<file path="src/rtl/mips_multicycle_controller_if.sv">
// Control bundle between the multicycle MIPS controller and its datapath.
// The controller drives the strobes/selects; the datapath supplies opcode fields and the zero flag.
interface mips_multicycle_controller_if;
    logic [5:0] Op;
    logic [5:0] Funct;
    logic       zero;
    logic       IorD;
    logic       MemWrite;
    logic       IRWrite;
    logic       PCWrite;
    logic       Branch;
    logic       PCEn;
    logic       ALUSrcA;
    logic       RegDst;
    logic       MemtoReg;
    logic       RegWrite;
    logic       IllegalOp;
    logic [1:0] ALUSrcB;
    logic [1:0] PCSrc;
    logic [2:0] ALUControl;

    modport master (
        input  Op, Funct, zero,
        output IorD, MemWrite, IRWrite, PCWrite, Branch, PCEn, ALUSrcA,
               RegDst, MemtoReg, RegWrite, IllegalOp, ALUSrcB, PCSrc, ALUControl
    );

    modport slave (
        output Op, Funct, zero,
        input  IorD, MemWrite, IRWrite, PCWrite, Branch, PCEn, ALUSrcA,
               RegDst, MemtoReg, RegWrite, IllegalOp, ALUSrcB, PCSrc, ALUControl
    );
endinterface

</file>
<file path="src/rtl/mips_multicycle_controller.sv">
// Multicycle MIPS Moore controller with registered outputs and a sticky illegal-op flag.
// Define MIPS_MUL_EN to decode Funct 011000 as a multiply R-type.
module mips_multicycle_controller (
    input  logic clk,
    input  logic rst_n,
    mips_multicycle_controller_if.master io_ctrl
);

    localparam int unsigned ALU_W = 3;
    localparam int unsigned SEL_W = 2;

    localparam logic [ALU_W-1:0] ALU_AND = ALU_W'(3'b000);
    localparam logic [ALU_W-1:0] ALU_OR  = ALU_W'(3'b001);
    localparam logic [ALU_W-1:0] ALU_ADD = ALU_W'(3'b010);
    localparam logic [ALU_W-1:0] ALU_SUB = ALU_W'(3'b100);
    localparam logic [ALU_W-1:0] ALU_SLT = ALU_W'(3'b110);
`ifdef MIPS_MUL_EN
    localparam logic [ALU_W-1:0] ALU_MUL = ALU_W'(3'b101);
`endif

    typedef enum logic [3:0] {
        S_FETCH, S_DECODE, S_MEMADR, S_MEMRD, S_MEMWB, S_MEMWR,
        S_EXECUTE, S_ALUWB, S_BRANCH, S_ADDIEX, S_ADDIWB, S_JUMP
    } state_t;

    typedef struct packed {
        logic             iord;
        logic             mem_write;
        logic             ir_write;
        logic             pc_write;
        logic             branch;
        logic             alu_src_a;
        logic             reg_dst;
        logic             mem_to_reg;
        logic             reg_write;
        logic [SEL_W-1:0] alu_src_b;
        logic [SEL_W-1:0] pc_src;
        logic [ALU_W-1:0] alu_ctrl;
    } ctrl_t;

    state_t           r_state;
    state_t           w_next;
    ctrl_t            r_ctrl;
    logic             r_illegal;
    logic             w_illegal_set;
    logic             w_funct_ok;
    logic [ALU_W-1:0] w_exec_alu;

    // Moore output table; EXECUTE takes its ALU op from the Funct decode.
    function automatic ctrl_t state_outputs(input state_t s, input logic [ALU_W-1:0] exec_alu);
        ctrl_t c;
        c = '0;
        case (s)
            S_FETCH: begin
                c.ir_write  = 1'b1;
                c.pc_write  = 1'b1;
                c.alu_src_b = SEL_W'(2'b01);
                c.alu_ctrl  = ALU_ADD;
            end
            S_DECODE: begin
                c.alu_src_b = SEL_W'(2'b11);
                c.alu_ctrl  = ALU_ADD;
            end
            S_MEMADR, S_ADDIEX: begin
                c.alu_src_a = 1'b1;
                c.alu_src_b = SEL_W'(2'b10);
                c.alu_ctrl  = ALU_ADD;
            end
            S_MEMRD: c.iord = 1'b1;
            S_MEMWB: begin
                c.mem_to_reg = 1'b1;
                c.reg_write  = 1'b1;
            end
            S_MEMWR: begin
                c.iord      = 1'b1;
                c.mem_write = 1'b1;
            end
            S_EXECUTE: begin
                c.alu_src_a = 1'b1;
                c.alu_ctrl  = exec_alu;
            end
            S_ALUWB: begin
                c.reg_dst   = 1'b1;
                c.reg_write = 1'b1;
            end
            S_BRANCH: begin
                c.alu_src_a = 1'b1;
                c.alu_ctrl  = ALU_SUB;
                c.pc_src    = SEL_W'(2'b01);
                c.branch    = 1'b1;
            end
            S_ADDIWB: c.reg_write = 1'b1;
            S_JUMP: begin
                c.pc_src   = SEL_W'(2'b10);
                c.pc_write = 1'b1;
            end
            default: ;
        endcase
        return c;
    endfunction

    // R-type function field to ALU operation.
    always_comb begin
        w_funct_ok = 1'b1;
        w_exec_alu = ALU_ADD;
        case (io_ctrl.Funct)
            6'b100000: w_exec_alu = ALU_ADD;
            6'b100010: w_exec_alu = ALU_SUB;
            6'b100100: w_exec_alu = ALU_AND;
            6'b100101: w_exec_alu = ALU_OR;
            6'b101010: w_exec_alu = ALU_SLT;
`ifdef MIPS_MUL_EN
            6'b011000: w_exec_alu = ALU_MUL;
`endif
            default:   w_funct_ok = 1'b0;
        endcase
    end

    always_comb begin
        w_next        = S_FETCH;
        w_illegal_set = 1'b0;
        case (r_state)
            S_FETCH:  w_next = S_DECODE;
            S_DECODE: begin
                case (io_ctrl.Op)
                    6'b100011, 6'b101011: w_next = S_MEMADR;
                    6'b000000:            w_next = S_EXECUTE;
                    6'b000100:            w_next = S_BRANCH;
                    6'b001000:            w_next = S_ADDIEX;
                    6'b000010:            w_next = S_JUMP;
                    default:              w_illegal_set = 1'b1;
                endcase
            end
            S_MEMADR:  w_next = (io_ctrl.Op == 6'b100011) ? S_MEMRD : S_MEMWR;
            S_MEMRD:   w_next = S_MEMWB;
            S_EXECUTE: begin
                w_next        = w_funct_ok ? S_ALUWB : S_FETCH;
                w_illegal_set = ~w_funct_ok;
            end
            S_ADDIEX:  w_next = S_ADDIWB;
            default:   w_next = S_FETCH;
        endcase
    end

    // Outputs are registered from the next state so they line up with the state they describe.
    always_ff @(posedge clk or negedge rst_n) begin
        if (!rst_n) begin
            r_state   <= S_FETCH;
            r_ctrl    <= state_outputs(S_FETCH, ALU_ADD);
            r_illegal <= 1'b0;
        end else begin
            r_state   <= w_next;
            r_ctrl    <= state_outputs(w_next, w_exec_alu);
            r_illegal <= r_illegal | w_illegal_set;
        end
    end

    // Write strobes are masked while reset is held; the FETCH strobes appear as soon as it lifts.
    logic w_pc_write;
    logic w_branch;
    assign w_pc_write = r_ctrl.pc_write & rst_n;
    assign w_branch   = r_ctrl.branch & rst_n;

    assign io_ctrl.IorD       = r_ctrl.iord;
    assign io_ctrl.MemWrite   = r_ctrl.mem_write & rst_n;
    assign io_ctrl.IRWrite    = r_ctrl.ir_write & rst_n;
    assign io_ctrl.PCWrite    = w_pc_write;
    assign io_ctrl.Branch     = w_branch;
    assign io_ctrl.PCEn       = w_pc_write | (w_branch & io_ctrl.zero);
    assign io_ctrl.ALUSrcA    = r_ctrl.alu_src_a;
    assign io_ctrl.RegDst     = r_ctrl.reg_dst;
    assign io_ctrl.MemtoReg   = r_ctrl.mem_to_reg;
    assign io_ctrl.RegWrite   = r_ctrl.reg_write & rst_n;
    assign io_ctrl.IllegalOp  = r_illegal;
    assign io_ctrl.ALUSrcB    = r_ctrl.alu_src_b;
    assign io_ctrl.PCSrc      = r_ctrl.pc_src;
    assign io_ctrl.ALUControl = r_ctrl.alu_ctrl;

endmodule
</file>
<file path="src/flat_wrapper.sv">
// flat-port wrapper written by rule: the top's interface ports become plain ports
module mips_multicycle_controller_flat 
  (clk, rst_n, io_ctrl_Op, io_ctrl_Funct, io_ctrl_zero, io_ctrl_IorD, io_ctrl_MemWrite, io_ctrl_IRWrite, io_ctrl_PCWrite, io_ctrl_Branch, io_ctrl_PCEn, io_ctrl_ALUSrcA, io_ctrl_RegDst, io_ctrl_MemtoReg, io_ctrl_RegWrite, io_ctrl_IllegalOp, io_ctrl_ALUSrcB, io_ctrl_PCSrc, io_ctrl_ALUControl);
  mips_multicycle_controller_if io_ctrl_i ();
  input  logic clk;
  input  logic rst_n;
  input wire logic [$bits(io_ctrl_i.Op)-1:0] io_ctrl_Op;
  input wire logic [$bits(io_ctrl_i.Funct)-1:0] io_ctrl_Funct;
  input wire logic [$bits(io_ctrl_i.zero)-1:0] io_ctrl_zero;
  output wire logic [$bits(io_ctrl_i.IorD)-1:0] io_ctrl_IorD;
  output wire logic [$bits(io_ctrl_i.MemWrite)-1:0] io_ctrl_MemWrite;
  output wire logic [$bits(io_ctrl_i.IRWrite)-1:0] io_ctrl_IRWrite;
  output wire logic [$bits(io_ctrl_i.PCWrite)-1:0] io_ctrl_PCWrite;
  output wire logic [$bits(io_ctrl_i.Branch)-1:0] io_ctrl_Branch;
  output wire logic [$bits(io_ctrl_i.PCEn)-1:0] io_ctrl_PCEn;
  output wire logic [$bits(io_ctrl_i.ALUSrcA)-1:0] io_ctrl_ALUSrcA;
  output wire logic [$bits(io_ctrl_i.RegDst)-1:0] io_ctrl_RegDst;
  output wire logic [$bits(io_ctrl_i.MemtoReg)-1:0] io_ctrl_MemtoReg;
  output wire logic [$bits(io_ctrl_i.RegWrite)-1:0] io_ctrl_RegWrite;
  output wire logic [$bits(io_ctrl_i.IllegalOp)-1:0] io_ctrl_IllegalOp;
  output wire logic [$bits(io_ctrl_i.ALUSrcB)-1:0] io_ctrl_ALUSrcB;
  output wire logic [$bits(io_ctrl_i.PCSrc)-1:0] io_ctrl_PCSrc;
  output wire logic [$bits(io_ctrl_i.ALUControl)-1:0] io_ctrl_ALUControl;
  assign io_ctrl_i.Op = io_ctrl_Op;
  assign io_ctrl_i.Funct = io_ctrl_Funct;
  assign io_ctrl_i.zero = io_ctrl_zero;
  assign io_ctrl_IorD = io_ctrl_i.IorD;
  assign io_ctrl_MemWrite = io_ctrl_i.MemWrite;
  assign io_ctrl_IRWrite = io_ctrl_i.IRWrite;
  assign io_ctrl_PCWrite = io_ctrl_i.PCWrite;
  assign io_ctrl_Branch = io_ctrl_i.Branch;
  assign io_ctrl_PCEn = io_ctrl_i.PCEn;
  assign io_ctrl_ALUSrcA = io_ctrl_i.ALUSrcA;
  assign io_ctrl_RegDst = io_ctrl_i.RegDst;
  assign io_ctrl_MemtoReg = io_ctrl_i.MemtoReg;
  assign io_ctrl_RegWrite = io_ctrl_i.RegWrite;
  assign io_ctrl_IllegalOp = io_ctrl_i.IllegalOp;
  assign io_ctrl_ALUSrcB = io_ctrl_i.ALUSrcB;
  assign io_ctrl_PCSrc = io_ctrl_i.PCSrc;
  assign io_ctrl_ALUControl = io_ctrl_i.ALUControl;
  mips_multicycle_controller u_core (.clk(clk), .rst_n(rst_n), .io_ctrl(io_ctrl_i));
endmodule
</file>
<file path="config.mk">
export PLATFORM = sky130hd
export DESIGN_NAME = mips_multicycle_controller_flat
export DESIGN_NICKNAME = d
export VERILOG_FILES = /design/src/rtl/mips_multicycle_controller_if.sv /design/src/rtl/mips_multicycle_controller.sv /design/src/flat_wrapper.sv
export SDC_FILE = /design/constraint.sdc
export NUM_CORES = 1
export LEC_CHECK = 0
export ABC_AREA = 1
export CAP_MARGIN = 10
export CELL_PAD_IN_SITES_DETAIL_PLACEMENT = 0
export CELL_PAD_IN_SITES_GLOBAL_PLACEMENT = 2
export CORE_MARGIN = 2
export CORE_UTILIZATION = 25
export DETAILED_ROUTE_END_ITERATION = 8
export PLACE_DENSITY_LB_ADDON = 0.15
export SKIP_CTS_REPAIR_TIMING = 1
export SLEW_MARGIN = 10
export SYNTH_ARGS = -nofsm -noshare
export SYNTH_HDL_FRONTEND = slang
export SYNTH_SLANG_ARGS = --single-unit
export TNS_END_PERCENT = 50
</file>
<file path="constraint.sdc">
create_clock -name clk -period 1.88 [get_ports clk]
set_input_delay 0.188 -clock clk [delete_from_list [all_inputs] [get_ports clk]]
set_output_delay 0.188 -clock clk [all_outputs]
set_load 0.02 [all_outputs]
</file>
# Word level (Yosys, flattened, before mapping)
# Cells that the tools add are included.
# W data, S select, Z words.
[word_totals] ff_bits=21 output_inout_bits=18 in_bits=15
[op_classes] mux=20 bitwise=9 reduce_logical=12 n_eq_ne=26
[op_table] operator="$eq A6 B6 Y1 const B" count=7
[op_table] operator="$pmux W4 S6" count=1
[op_table] operator="$eq A4 B3 Y1 const B" count=5
[op_table] operator="$eq A4 B4 Y1 const B" count=5
[op_table] operator="$pmux W4 S5" count=1
[op_table] operator="$eq A4 B2 Y1 const B" count=4
[op_table] operator="$pmux W3 S4" count=1
[op_table] operator="$mux W1" count=11
[op_table] operator="$pmux W3 S3" count=1
[op_table] operator="$eq A4 B1 Y1 const B" count=2
[op_table] operator="$logic_not A4 Y1" count=2
[op_table] operator="$reduce_or A2 Y1" count=4
[op_table] operator="$reduce_or A4 Y1" count=2
[op_table] operator="$and A1 B1 Y1" count=6
[op_table] operator="$eq A6 B2 Y1 const B" count=1
[op_table] operator="$eq A6 B3 Y1 const B" count=1
[op_table] operator="$eq A6 B4 Y1 const B" count=1
[op_table] operator="$logic_not A6 Y1" count=1
[op_table] operator="$mux W3" count=2
[op_table] operator="$pmux W2 S3" count=1
[op_table] operator="$reduce_or A6 Y1" count=1
[op_table] operator="$reduce_or A5 Y1" count=1
[op_table] operator="$pmux W2 S2" count=1
[op_table] operator="$reduce_or A3 Y1" count=1
[op_table] operator="other kinds (3)" count=4

# Logic depth before layout (Yosys ltp)
# Gate-level depths: netlist (run 1).
[logic_depth] ltp_word=8 ltp_mapped=12 ltp_nobuf=12

# Worst setup path before layout (run 1)
# OpenSTA, ideal clock, no wires.
[synth_path] path_kind="reg-to-reg" start="register u_core.r_state[1]" end="register u_core.r_ctrl (netlist bit u_core.io_ctrl.ALUSrcA)" t_required_ns=1.758 synth_period_minus_slack_ns=1.321 slack_ns=0.559 stages_incl_launch_ff=11 arrival_ns=1.199 cell_sequence="dfrtp_1 -> inv_2 -> nand2_2 -> nor3_2 -> inv_2 -> nand2_4 -> inv_2 -> nand2_4 -> nor2_1 -> nor2_2 -> nand2_1"
[synth_via] elab_chain_len=5 elab_cells_between_ends=13 classes_between="9 x eq/ne; 2 x mux; 2 x reduce/logical"
[synth_lines] element="from (decl)" line="mips_multicycle_controller.sv:41" rtl="state_t r_state;"
[synth_lines] element="from (signal assigned)" line="mips_multicycle_controller.sv:152" rtl="r_state <= w_next;"
[synth_lines] element="$eq A4 B4 Y1, or another cell as far along" line="mips_multicycle_controller.sv:122" rtl="case (r_state)"
[synth_lines] element="$pmux W4 S6 *" line="mips_multicycle_controller.sv:122"
[synth_lines] element="via u_core.w_next[3]" line="mips_multicycle_controller.sv:42" rtl="state_t w_next;"
[synth_lines] element="$eq A4 B2 Y1, or another cell as far along" line="mips_multicycle_controller.sv:53" rtl="case (s)"
[synth_lines] element="$reduce_or A4 Y1 (no line) *"
[synth_lines] element="$mux W1 *" line="mips_multicycle_controller.sv:53"
[synth_lines] element="to (signal assigned)" line="mips_multicycle_controller.sv:149" rtl="r_ctrl <= state_outputs(S_FETCH, ALU_ADD);"
[synth_lines] element="to (signal assigned)" line="mips_multicycle_controller.sv:153" rtl="r_ctrl <= state_outputs(w_next, w_exec_alu);"
[synth_lines] element="to (decl)" line="mips_multicycle_controller.sv:43" rtl="ctrl_t r_ctrl;"
# The timed path passes the listed nets; every way through them passes the cells marked *.

# Worst setup path after layout (run 1)
[layout_path] start="input port rst_n" end="output port io_ctrl_MemWrite"
[layout_via] elab_chain_len=1
[layout_lines] element="from (decl)" line="flat_wrapper.sv:6" rtl="input logic rst_n;"
[layout_lines] element="$and A1 B1 Y1" line="mips_multicycle_controller.sv:165" rtl="assign io_ctrl.MemWrite = r_ctrl.mem_write & rst_n;"
[layout_lines] element="to (decl)" line="flat_wrapper.sv:11" rtl="output wire logic [$bits(io_ctrl_i.MemWrite)-1:0] io_ctrl_MemWrite;"
# Every way passes these cells.

==> results of run 1 <==
==> final cells by class <==
type / instances / area (sq um) / area share
repair buffers: 37 / 363 / 0.233
inverters: 28 / 105 / 0.0675
clock buffers: 4 / 45.0 / 0.0289
flip-flops and latches: 20 / 505 / 0.324
multi-input cells: 98 / 474 / 0.304
well taps: 52 / 65.1 / 0.0418
==> metrics by stage <==
step | power (mW) | hold slack (ns)
final | 1.45 | 0.268
after global routing | 1.54 | 0.291
after CTS | 1.46 | 0.277
after detailed placement | 1.18 | 0.471
after global placement | 1.18 | 0.485
after floorplan | 0.981 | -0.108
==> sequential cells by signal, indices dropped and copies added (netlist names) <==
| signal | cells |
|---|---|
| u_core.io_ctrl.ALUControl | 3 |
| u_core.io_ctrl.IorD | 1 |
| u_core.io_ctrl.MemtoReg | 1 |
| u_core.io_ctrl.RegDst | 1 |
| u_core.r_state | 4 |
| u_core.io_ctrl.ALUSrcA | 1 |
| u_core.io_ctrl.PCSrc | 1 |
| u_core.io_ctrl.ALUSrcB | 2 |
| u_core.r_ctrl | 5 |
| u_core.io_ctrl.IllegalOp | 1 |
==> routing by layer <==
metal | GRT usage | part of all wire | vias to the layer above
met2 | 0.164 | 0.45 | 30
met5 | 0 | 0 | -
met1 | 0.135 | 0.45 | 450
met3 | 0.0155 | 0.069 | 4
li1 | - | - | 523
met4 | 0.0692 | 0.028 | 0
==> logic make-up (layout without fill, tap and decap cells) <==
group                  after synthesis  in the layout  synth area share
and+or+nand+nor                     89             89             0.373
buffers and inverters               35             69             0.139
DFF                                 20             20             0.444
AOI/OAI and AO/OA                    9              9            0.0440
==> cell usage after synthesis (all sizes together) <==
library cell,count
inv,28
nand2,44
nor3,3
a21oi,3
dfrtp,16
o21ai,4
a211o,1
buf,7
nand3,11
nand4,2
dfstp,4
o22ai,1
nor2,29
==> worst max-delay path: stages <==
cell and delay, ns:
clkdlybuf4s50_1 0.50, buf_4 0.18, nand2_1 0.06, inv_1 0.05
clkdlybuf4s50_1 0.60
==> final timing paths <==
kind	start	to	slack, ns
min reg2reg	u_core.io_ctrl.IllegalOp$_DFF_PN0_	u_core.io_ctrl.IllegalOp$_DFF_PN0_	0.48
max	rst_n	io_ctrl_MemWrite	0.11
max reg2reg	u_core.r_state[1]$_DFF_PN0_	u_core.io_ctrl.ALUSrcB[1]$_DFF_PN0_	0.40
min in group clk	u_core.io_ctrl.IllegalOp$_DFF_PN0_	u_core.io_ctrl.IllegalOp$_DFF_PN0_	0.48
max in group asynchronous	rst_n	u_core.r_ctrl[12]$_DFF_PN1_	1.25
min	rst_n	u_core.io_ctrl.RegDst$_DFF_PN0_	0.27
==> power groups by stage <==
| stage | clock, mW | sequential, mW | combinational, mW |
|---|---|---|---|
| after detailed placement | 0 | 0.588 | 0.588 |
| final | 0.289 | 0.578 | 0.580 |
| after global placement | 0 | 0.587 | 0.591 |
| after global routing | 0.311 | 0.589 | 0.637 |
| after CTS | 0.297 | 0.579 | 0.589 |
| after floorplan | 0 | 0.593 | 0.389 |
==> metrics.cfg, run 1 <==
[floorplan]
die_y_um = 71.5
die_x_um = 71.5
num_rows = 24
die_area_sq_um = 5110
start_util = 0.261
core_area_sq_um = 4350
pin_count = 33

[timing]
fin_tns_setup_ns = 0
final_min_period_over_clock_period = 0.939
skew_ns = 0.00596
slew_viol_final = 0
worst_slew_pin_slew_ns = 0.279
relSlewSlack = 0.812
setup_violations = 0
hold_viol = 0
fmax_mhz = 566
grt_setup_unrepaired = false
worst_slack_ns = 0.115
fin_crit_ns = 1.77

[route]
wl_per_cell_um = 10.4
firstDrtPassIters = 4
drt_iter0_drc = 30
drcViolationCount = 0
postRouteAntennaNets = 0
via_per_inst = 4.21
wl_um = 2490
num_vias = 1007

[outcome]
outcome = completed

[critical_path]
arrival_ns = 1.58
r2r_cells = 10
critPathKind = input port to output pin
endpoint_kind = output pin
crit_fanout = 9
critPathLaunchType = input port
crit_required_ns = 1.69

[clock_network]
clk_pin_slew_ns = 0.08
cts.sinks = 20
clk_latency_ns = 0.26
cts_tree = built
clk_path_buf_depth = 2
cts_max_level = 1
cts-root-buf = clkbuf_8
cts_buffers = 3

[synth]
yosysWarnings = 0
synth_top_area_frac = 0.352
synth.ff_latch_count = 20
yosys-top-cells-area = dfrtp_1 35%, nand2_1 13%, dfstp_2 9.2%, nor2_1 6.9%, inv_1 6.6%
synth.largest_area_cell = dfrtp_1
netlist_instances = 153
synth_area_sq_um = 1140
ys_seq_area_frac = 0.444
synth.avg_cell_area_sq_um = 7.43
synth_nets = 168
ys_types = 20

[layout]
post_route_cells_drive_above_1_share = 0.193
antenna_cells = 0
design_area_sq_um = 1560
layout.cells.most_common = nand2_1
syn_to_final_growth_pct = 37.0
mostFrequentLayoutCells = 39 x nand2_1, 30 x clkdlybuf4s50_1, 21 x nor2_1
layout.nets = 203
final_util = 0.358
layout.cells.non_filler = 239
fillers = 472

[power_and_ir_drop]
leakage_nw = 0.874
power_density_nw_per_um2 = 929
swShare = 0.357
cellInternalPower_uw = 930
seqPwrFrac = 0.399
switchingPower_uw = 517
clock_power_share = 0.200
ir_worst_vdd_mv = 0.205
pwr-share-comb = 0.401

[global_route]
overflow = 0
grt_max_degree = 12
grt_usage = 0.105
grt_pass1_wl_um = 4130
antenna_found_initial = 0
grt_pass1_vias = 892

[placement]
portBuffers = 32
place_area_sq_um = 1510
gp_congestion = 0.772
hpwlAfterDp_um = 2140
post-place-cells = 235
place_ws_ns = 0.0611

[run]
cap_violations = 0

[min_path]
hp-class = input port to async pin

(Power assumes the default switching activity.)
==> inputs of run 2 (changes only) <==
MAX_ROUTING_LAYER = met4   (was unset)
==> run 2 against run 1 <==
- clock-buffer cell count unchanged
- hold slack hardly changed
- first-iteration DRC count did not move
- sequential power about the same
- register-to-register slack about the same
- critical endpoint unchanged
- largest power group is now sequential cells
- highest routed layer unchanged
==> metrics.cfg, run 2 (synthesis gave the netlist of run 1 again) <==
[floorplan]
start_util = 0.261  ; unchanged
core_area_sq_um = 4350  ; unchanged
die_y_um = 71.5  ; unchanged
die_x_um = 71.5  ; unchanged
pin_count = 33  ; unchanged
num_rows = 24  ; unchanged
die_area_sq_um = 5110  ; unchanged

[placement]
gp_congestion = 0.783  ; +1.4%
hpwlAfterDp_um = 2140  ; unchanged
portBuffers = 32  ; unchanged
post-place-cells = 235  ; unchanged
place_ws_ns = 0.0611  ; unchanged

[power_and_ir_drop]
power_density_nw_per_um2 = 928  ; -0.13%
ir_worst_vdd_mv = 0.205  ; about the same
leakage_nw = 0.874  ; unchanged

[global_route]
grt_pass1_vias = 892  ; unchanged
busiest_layer = met2
grtUsageMet1 = 0.138  ; +0.00265
use_met3 = 0.0113  ; -0.00422
overflow = 0  ; unchanged
grt_usage = 0.108  ; +0.00316
grt_max_degree = 12  ; unchanged
grt_pass1_wl_um = 4130  ; unchanged
antenna_found_initial = 0  ; unchanged
grtUsageMet2 = 0.164  ; unchanged

[clock_network]
cts.sinks = 20  ; unchanged
cts_buffers = 3  ; unchanged
cts_tree = built
cts-root-buf = clkbuf_8
clk_path_buf_depth = 2  ; unchanged
clk_latency_ns = 0.26  ; about the same
cts_max_level = 1  ; unchanged
clk_pin_slew_ns = 0.08  ; about the same

[route]
firstDrtPassIters = 4  ; unchanged
postRouteAntennaNets = 0  ; unchanged
wl_per_cell_um = 10.4  ; about the same
via_per_inst = 4.20  ; -0.40%
num_vias = 1003  ; -0.40%
drcViolationCount = 0  ; unchanged
drt_iter0_drc = 30  ; unchanged
wl_um = 2500  ; about the same

[layout]
largest_register_ffs = 5  ; unchanged
antenna_cells = 0  ; unchanged
post_route_cells_drive_above_1_share = 0.193  ; unchanged
layout.cells.non_filler = 239  ; unchanged
syn_to_final_growth_pct = 37.0  ; unchanged
layout.cells.most_common = nand2_1
fillers = 472  ; unchanged
layout.nets = 203  ; unchanged
mostFrequentLayoutCells = 39 x nand2_1, 30 x clkdlybuf4s50_1, 21 x nor2_1
seqCellArea_sq_um = 505  ; unchanged
multiInputGateArea_sq_um = 474  ; unchanged
final_util = 0.358  ; unchanged
regMostFlops = u_core.r_ctrl

[timing]
relSlewSlack = 0.812  ; about the same
fin_crit_ns = 1.77  ; unchanged
hold_viol = 0  ; unchanged
grt_setup_unrepaired = false
worst_slew_pin_slew_ns = 0.279  ; -0.00000381 ns
setup_violations = 0  ; unchanged
fmax_mhz = 566  ; unchanged
slew_viol_final = 0  ; unchanged
final_min_period_over_clock_period = 0.939  ; unchanged
worst_slack_ns = 0.115  ; unchanged
fin_tns_setup_ns = 0  ; unchanged
skew_ns = 0.00586  ; -0.0000993 ns

[critical_path]
crit_start = rst_n
critPathKind = input port to output pin
rr_startpoint = u_core.r_state[1]$_DFF_PN0_
crit_fanout = 9  ; unchanged
arrival_ns = 1.58  ; about the same
endpoint_kind = output pin
crit_required_ns = 1.69  ; about the same
critPathLaunchType = input port

[run]
cap_violations = 0  ; unchanged

[min_path]
hp-class = input port to async pin

[outcome]
outcome = completed

-- run 2: critical path, stage by stage --
cell and delay [ns]:
clkdlybuf4s50_1 0.50, buf_4 0.18, nand2_1 0.06, inv_1 0.05, clkdlybuf4s50_1 0.60
-- run 2: path summary, 6_finish.rpt --
check	to	cells after the start	slack [ns]
min in group clk	u_core.io_ctrl.IllegalOp$_DFF_PN0_	1	0.48
worst min register to register	u_core.io_ctrl.IllegalOp$_DFF_PN0_	1	0.48
worst max-delay path	io_ctrl_MemWrite	5	0.11
max in group asynchronous	u_core.r_ctrl[12]$_DFF_PN1_	3	1.25
worst max register to register	u_core.io_ctrl.ALUSrcB[1]$_DFF_PN0_	10	0.40
worst min-delay path	u_core.io_ctrl.RegDst$_DFF_PN0_	2	0.27
-- run 2: metal layers --
metal / vias up / part of all wire
met5: - / 0
met4: 0 / 0.028
met3: 4 / 0.051
met2: 26 / 0.46
met1: 450 / 0.47
li1: 523 / -
-- run 2: cell type report --
cell class / instances / share of cell area
inverter: 28 / 0.0675
clock buffer: 4 / 0.0289
sequential: 20 / 0.324
multi-input combinational: 98 / 0.304
tap: 52 / 0.0418
timing repair buffer: 37 / 0.233
-- run 2: power by group --
| group | switching (mW) | total (mW) | internal, mW |
|---|---|---|---|
| logic | 0.339 | 0.578 | 0.239 |
| registers | 0.0372 | 0.578 | 0.540 |
| clock network | 0.139 | 0.289 | 0.151 |
-- run 2: per-stage QoR --
step | power (mW) | instance area [sq um] | hold slack (ns)
after floorplan | 0.981 | 1140 | -0.108
after global placement | 1.18 | 1510 | 0.485
after detailed placement | 1.18 | 1510 | 0.471
after CTS | 1.46 | 1550 | 0.277
after global routing | 1.54 | 1560 | 0.291
final | 1.45 | 1560 | 0.269
==> inputs of run 3 (changes only) <==
CAP_MARGIN = 40   (was 10)
==> results of run 3 <==
No change in the layout: final DEF, timing and power equal those of run 2.
